## config.mk

```make
export PLATFORM = sky130hd
export DESIGN_NAME = ps2_keypad
export DESIGN_NICKNAME = d
export VERILOG_FILES = /design/src/rtl/ps2_pkg.sv /design/src/rtl/ps2_rx_frame.sv /design/src/rtl/ps2_keypad.sv
export SDC_FILE = /design/constraint.sdc
export NUM_CORES = 1
export LEC_CHECK = 0
export BUFFER_PORTS_ARGS = -buffer_cell sky130_fd_sc_hd__buf_4
export CAP_MARGIN = 10
export CORE_ASPECT_RATIO = 2
export CORE_MARGIN = 4
export CORE_UTILIZATION = 35
export CTS_BUF_LIST = sky130_fd_sc_hd__clkbuf_4 sky130_fd_sc_hd__clkbuf_8
export CTS_CLUSTER_DIAMETER = 30
export CTS_CLUSTER_SIZE = 28
export DETAILED_ROUTE_END_ITERATION = 6
export PLACE_DENSITY = 0.51
export SYNTH_ARGS = -nofsm -noshare
export SYNTH_HDL_FRONTEND = slang
export SYNTH_SLANG_ARGS = --single-unit
export TNS_END_PERCENT = 5
```

## constraint.sdc

```tcl
create_clock -name clk -period 3 [get_ports clk]
set_clock_uncertainty 0.05 [all_clocks]
set_input_delay 0.6 -clock clk [delete_from_list [all_inputs] [get_ports clk]]
set_output_delay 0.6 -clock clk [all_outputs]
set_load 0.005 [all_outputs]
```

## src/rtl/ps2_pkg.sv

```systemverilog
// Shared PS/2 constants and the frame-state type.
package ps2_pkg;

    localparam int unsigned PS2_DATA_BITS = 8;
    localparam int unsigned KEY_W         = 9;

    localparam logic [7:0] PS2_EXT = 8'hE0;
    localparam logic [7:0] PS2_BRK = 8'hF0;

    localparam logic [KEY_W-1:0] KEY_UP   = 9'h175;
    localparam logic [KEY_W-1:0] KEY_DOWN = 9'h172;

    typedef enum logic [1:0] {
        S_IDLE   = 2'd0,
        S_DATA   = 2'd1,
        S_PARITY = 2'd2,
        S_STOP   = 2'd3
    } frame_state_e;

endpackage

```

## src/rtl/ps2_rx_frame.sv

```systemverilog
// PS/2 byte receiver: synchronisers, falling-edge detect, frame FSM and watchdog.
// byte_valid/frame_err are decoded from the detect cycle so the consumer can
// register its result on the same edge that samples the stop bit.
module ps2_rx_frame
    import ps2_pkg::*;
#(
    parameter int unsigned TIMEOUT_CYCLES = 100000
) (
    input  logic                     clk,
    input  logic                     rst,
    input  logic                     ps2_clk,
    input  logic                     ps2_data,
    output logic                     byte_valid,
    output logic [PS2_DATA_BITS-1:0] byte_data,
    output logic                     frame_err
);

    localparam int unsigned CW = $clog2(TIMEOUT_CYCLES + 1);
    localparam logic [CW-1:0] TO_MAX = CW'(TIMEOUT_CYCLES);

    logic [1:0]               clk_sync_q;
    logic [1:0]               dat_sync_q;
    logic                     clk_prev_q;
    frame_state_e             state_q;
    logic [2:0]               bit_cnt_q;
    logic [PS2_DATA_BITS-1:0] shift_q;
    logic                     par_q;
    logic [CW-1:0]            wdog_q;

    logic fall_c;
    logic data_c;
    logic timeout_c;
    logic edge_c;
    logic odd_c;

    assign fall_c    = clk_prev_q & ~clk_sync_q[1];
    assign data_c    = dat_sync_q[1];
    assign timeout_c = (state_q != S_IDLE) && (wdog_q == TO_MAX);
    assign edge_c    = fall_c & ~timeout_c;
    assign odd_c     = ^{shift_q, par_q};

    // Two-flop synchronisers plus previous-clock flop; idle bus level is 1.
    always_ff @(posedge clk or negedge rst) begin
        if (!rst) begin
            clk_sync_q <= 2'b11;
            dat_sync_q <= 2'b11;
            clk_prev_q <= 1'b1;
        end else begin
            clk_sync_q <= {clk_sync_q[0], ps2_clk};
            dat_sync_q <= {dat_sync_q[0], ps2_data};
            clk_prev_q <= clk_sync_q[1];
        end
    end

    // Frame FSM; the watchdog abort wins over a coincident edge.
    always_ff @(posedge clk or negedge rst) begin
        if (!rst) begin
            state_q   <= S_IDLE;
            bit_cnt_q <= 3'd0;
            shift_q   <= '0;
            par_q     <= 1'b0;
        end else if (timeout_c) begin
            state_q <= S_IDLE;
        end else if (fall_c) begin
            case (state_q)
                S_IDLE: begin
                    if (!data_c) begin
                        state_q   <= S_DATA;
                        bit_cnt_q <= 3'd0;
                    end
                end
                S_DATA: begin
                    shift_q   <= {data_c, shift_q[PS2_DATA_BITS-1:1]};
                    bit_cnt_q <= bit_cnt_q + 3'd1;
                    if (bit_cnt_q == 3'd7) begin
                        state_q <= S_PARITY;
                    end
                end
                S_PARITY: begin
                    par_q   <= data_c;
                    state_q <= S_STOP;
                end
                default: begin
                    state_q <= S_IDLE;
                end
            endcase
        end
    end

    // Saturating watchdog: cleared in IDLE and on every falling edge.
    always_ff @(posedge clk or negedge rst) begin
        if (!rst) begin
            wdog_q <= '0;
        end else if ((state_q == S_IDLE) || fall_c) begin
            wdog_q <= '0;
        end else if (wdog_q != TO_MAX) begin
            wdog_q <= wdog_q + CW'(1);
        end
    end

    assign byte_data  = shift_q;
    assign byte_valid = edge_c && (state_q == S_STOP) && data_c && odd_c;
    assign frame_err  = timeout_c
                      || (edge_c && (state_q == S_IDLE) && data_c)
                      || (edge_c && (state_q == S_STOP) && !(data_c && odd_c));

endmodule

```

## src/rtl/ps2_keypad.sv

```systemverilog
// PS/2 keyboard front end: E0/F0 prefix decoding and held/press/release
// tracking for a parameterised table of {ext, code} entries.
module ps2_keypad
    import ps2_pkg::*;
#(
    parameter int unsigned              N_KEYS         = 2,
    parameter logic [N_KEYS*KEY_W-1:0]  KEY_CODES      = {KEY_DOWN, KEY_UP},
    parameter int unsigned              TIMEOUT_CYCLES = 100000
) (
    input  logic                     clk,
    input  logic                     rst,
    input  logic                     ps2_clk,
    input  logic                     ps2_data,
    output logic                     code_valid,
    output logic [PS2_DATA_BITS-1:0] code,
    output logic                     code_ext,
    output logic                     code_brk,
    output logic [N_KEYS-1:0]        key_state,
    output logic [N_KEYS-1:0]        key_press,
    output logic [N_KEYS-1:0]        key_release,
    output logic                     frame_err
);

    logic                     rx_valid;
    logic [PS2_DATA_BITS-1:0] rx_byte;
    logic                     rx_err;

    ps2_rx_frame #(
        .TIMEOUT_CYCLES(TIMEOUT_CYCLES)
    ) u_rx (
        .clk       (clk),
        .rst       (rst),
        .ps2_clk   (ps2_clk),
        .ps2_data  (ps2_data),
        .byte_valid(rx_valid),
        .byte_data (rx_byte),
        .frame_err (rx_err)
    );

    logic                     ext_q, ext_d;
    logic                     brk_q, brk_d;
    logic                     code_valid_q, code_valid_d;
    logic [PS2_DATA_BITS-1:0] code_q, code_d;
    logic                     code_ext_q, code_ext_d;
    logic                     code_brk_q, code_brk_d;
    logic [N_KEYS-1:0]        key_state_q, key_state_d;
    logic [N_KEYS-1:0]        key_press_q, key_press_d;
    logic [N_KEYS-1:0]        key_release_q, key_release_d;
    logic                     frame_err_q, frame_err_d;

    // Prefix layer and key table next-state.
    always_comb begin
        ext_d         = ext_q;
        brk_d         = brk_q;
        code_valid_d  = 1'b0;
        code_d        = code_q;
        code_ext_d    = code_ext_q;
        code_brk_d    = code_brk_q;
        key_state_d   = key_state_q;
        key_press_d   = '0;
        key_release_d = '0;
        frame_err_d   = rx_err;

        if (rx_err) begin
            ext_d = 1'b0;
            brk_d = 1'b0;
        end else if (rx_valid) begin
            if (rx_byte == PS2_EXT) begin
                ext_d = 1'b1;
            end else if (rx_byte == PS2_BRK) begin
                brk_d = 1'b1;
            end else begin
                code_valid_d = 1'b1;
                code_d       = rx_byte;
                code_ext_d   = ext_q;
                code_brk_d   = brk_q;
                ext_d        = 1'b0;
                brk_d        = 1'b0;
                for (int unsigned i = 0; i < N_KEYS; i++) begin
                    if (KEY_CODES[i*KEY_W +: KEY_W] == {ext_q, rx_byte}) begin
                        if (!brk_q && !key_state_q[i]) begin
                            key_state_d[i] = 1'b1;
                            key_press_d[i] = 1'b1;
                        end else if (brk_q && key_state_q[i]) begin
                            key_state_d[i]   = 1'b0;
                            key_release_d[i] = 1'b1;
                        end
                    end
                end
            end
        end
    end

    // Output and flag registers.
    always_ff @(posedge clk or negedge rst) begin
        if (!rst) begin
            ext_q         <= 1'b0;
            brk_q         <= 1'b0;
            code_valid_q  <= 1'b0;
            code_q        <= '0;
            code_ext_q    <= 1'b0;
            code_brk_q    <= 1'b0;
            key_state_q   <= '0;
            key_press_q   <= '0;
            key_release_q <= '0;
            frame_err_q   <= 1'b0;
        end else begin
            ext_q         <= ext_d;
            brk_q         <= brk_d;
            code_valid_q  <= code_valid_d;
            code_q        <= code_d;
            code_ext_q    <= code_ext_d;
            code_brk_q    <= code_brk_d;
            key_state_q   <= key_state_d;
            key_press_q   <= key_press_d;
            key_release_q <= key_release_d;
            frame_err_q   <= frame_err_d;
        end
    end

    assign code_valid  = code_valid_q;
    assign code        = code_q;
    assign code_ext    = code_ext_q;
    assign code_brk    = code_brk_q;
    assign key_state   = key_state_q;
    assign key_press   = key_press_q;
    assign key_release = key_release_q;
    assign frame_err   = frame_err_q;

endmodule

```

==> impl_metrics.ini <==
[layout]
nets = 282
area_growth_pct = 12.7
finalInstanceArea_sq_um = 3190
drive_above_1_share_pct = 21.3
antenna_cells = 0

[place]
port_buffers = 21
dpl_worst_slack_ns = 0.597
place_area_sq_um = 3090
hpwl_mm = 4.61
gp_congestion = 0.773

[timing]
setup_violations = 0
maxSlewHeadroom_pct = 49.6
hold_viol = 0
period_needed_ns = 2.38
max_freq_ghz = 0.421
fin_ws_ns = 0.623
worst_pin_slew_ns = 0.756
rsz0062_at_grt = no
setup_tns_ns = 0
final.period_utilization_pct = 79.2
slew_viol_final = 0

[grt]
grtUsageTotal_pct = 13.4
grt_antenna_before_repair = 0
grt_pass1_vias = 1969
grt_pass1_wl_mm = 9.95
grt_max_degree = 57
gr-total-overflow = 0

[cts]
post_cts_buffers = 0
cts_resized = 0
cts_buffer_depth = 2
numCtsBuffers = 5
cts_root_buffer = clkbuf_8
cts.sinks = 56
clk_latency_ns = 0.32
cts_tree = done
clk_pin_slew_ns = 0.11
ctsHtreeMaxLevel = 2
cts_hold_buf = 0

[yosys]
synthSimpleGateAreaFrac_pct = 19.4
yosysUniqueCellTypes = 47
ys_ff_latch = 56
yosys.area_share.adder_pct = 5.31
synth_xor_area_share_pct = 7.74
yosysWarnings = 0
synth-compound-area-share_pct = 5.44
syn_area_per_cell_sq_um = 11.7
synth_edf_count = 0
synth_top_flop_cell = dfrtp_1
synth_top_family_by_area = simple AND/OR/NAND/NOR gates
synthMuxAreaShare_pct = 9.42
syn_nets = 257
yosysSeqAreaShare_pct = 49.7
synth_area_sq_um = 2830
syn_inst = 241
async_reset_ff_share_pct = 100

[worst_setup_path]
worstPathCellList = xnor2_1 -> xnor3_2 -> xnor2_4 -> nor4_4 -> buf_4 -> mux2_4
endpoint_kind = register
cp_num_cells = 6
crit_slowest_cell = dfrtp_1
crit_family = XOR/XNOR gates
startpoint_type = register
cp_max_fo = 10
ff2ff_path_depth = 6
required_ns = 3.15
path_class = reg2reg
max_stage_delay_ns = 0.44
timing.critical_path.buf_inv = 1
critPathArrivalTime_ns = 2.53

[floorplan]
die_area_sq_um = 9680
io_pins = 22
start_util_pct = 35.9
rows = 46
die_w_um = 71.6
dieHeight_um = 135
core_area_sq_um = 7890

[detailed_routing]
drtPass1Iterations = 4
antenna_left = 0
vias = 1851
finalWirelength_mm = 6.07
via_per_inst = 5.10
drt-initial-drc-count = 94
drc = 0
wire_per_inst_um = 16.7

[power]
ir_worst_vdd_uv = 653
power.density_nw_per_um2 = 834
p_leak_uw = 0.00147

[outcome]
status = finished clean

[run]
maxCapViolations = 0

[min_path]
min_path_type = in2async
synthesized netlist by cell type, types with 2 or more instances:
master	count	area share, %
ha_1	12	5.3
nor2b_1	2	0.44
nor3_1	6	1.1
or3_1	4	0.88
and2_1	4	0.88
nand3b_1	4	1.1
nor4b_2	2	1.1
nor4b_1	2	0.62
and3_1	2	0.44
nand4_1	6	1.3
nand3_1	11	1.9
nand2b_1	6	1.3
o21ai_1	3	0.53
xor2_1	10	3.1
dfstp_2	5	4.6
a311oi_1	2	0.62
a21oi_1	6	1.1
mux2_1	9	3.6
nor2_1	18	2.4
xnor2_4	2	1.9
nand2_1	12	1.6
inv_1	12	1.6
dfrtp_1	51	45
mux2i_1	3	1.1
o21ai_0	6	1.1
buf_6	2	0.80
clkbuf_1	3	0.40
o22ai_1	2	0.44
and4_1	2	0.62
mux2_4	9	4.8
xnor2_1	6	1.9
nor4_1	2	0.44
worst reg2reg max path, stage by stage, from the launching register on:
cell and delay [ns]:
dfrtp_1 0.44, xnor2_1 0.27, xnor3_2 0.43, xnor2_4 0.21
nor4_4 0.29, buf_4 0.26, mux2_4 0.32
through the flow:
step	util (%)	total power (uW)	hold slack, ns	std cells
finish	40.4	2660	0.271	363
CTS	40.4	2700	0.303	363
floorplan	-	1950	0.254	241
global route	40.4	2850	0.314	363
global placement	39.2	2240	0.297	355
detailed placement	39.2	2260	0.299	355
final cells by class:
| cell class | count | area, sq um |
|---|---|---|
| repair buffers | 24 | 180 |
| fillers | 750 | 4700 |
| well taps | 96 | 120 |
| flip-flops and latches | 56 | 1410 |
| clock buffers | 6 | 82.6 |
| multi-input cells | 167 | 1340 |
| clock inverters | 2 | 15.0 |
| inverters | 12 | 45.0 |
layout by cell type (no fill, tap or decap), drive strengths merged, types with 5 or more instances in the layout:
cell and n:
dfrtp 51, nand2 12, nor3 6, xor2 10, dfstp 5, o21ai 9, mux2 18, a21oi 6
nor2 19, inv 12, ha 12, xnor2 8, nand3 11, nand4 7, clkbuf 6, buf 24
nand2b 6
power breakdown:
part	total [uW]	switching (uW)	internal, uW
Combinational	1120	557	564
Clock	433	245	187
Sequential	1110	194	912
state kept, by name, indices dropped and copies added, names as in the netlist, 2 cells and up:
signal	count
u_rx.wdog_q	17
code	8
u_rx.byte_data	8
u_rx.bit_cnt_q	3
key_press	2
key_release	2
key_state	2
u_rx.clk_sync_q	2
u_rx.dat_sync_q	2
u_rx.state_q	2
kinds of logic (layout without fill, tap and decap cells):
kind of cell,after synthesis,in the layout
AOI/OAI and AO/OA,25,25
xor gates and xnor gates,19,19
adders and majority gates,12,12
buffers and inverters,18,44
DFF,56,56
muxes,21,21
and+or+nand+nor,90,90
layer usage:
metal  vias to the layer above  part of all wire, %  GRT usage [%]
met5                         -                    0              0
met4                         0                  4.3           7.53
met3                        19                  2.5           2.53
met2                        28                   59           25.5
met1                       912                   34           13.1
li1                        892                    -              -
path summary, 6_finish.rpt:
kind / end / slack, ns / from
max in group asynchronous: u_rx.byte_data[6]$_DFFE_PN0P_ / 2.15 / rst
hold reg to reg: u_rx.clk_sync_q[1]$_DFF_PN1_ / 0.31 / u_rx.clk_sync_q[0]$_DFF_PN1_
setup reg to reg: code[5]$_DFFE_PN0P_ / 0.62 / u_rx.byte_data[5]$_DFFE_PN0P_
hold / removal: u_rx.wdog_q[1]$_DFFE_PN0P_ / 0.27 / rst
setup / recovery: code[5]$_DFFE_PN0P_ / 0.62 / u_rx.byte_data[5]$_DFFE_PN0P_
min in group clk: u_rx.clk_sync_q[1]$_DFF_PN1_ / 0.31 / u_rx.clk_sync_q[0]$_DFF_PN1_
(Power assumes the default switching activity.)
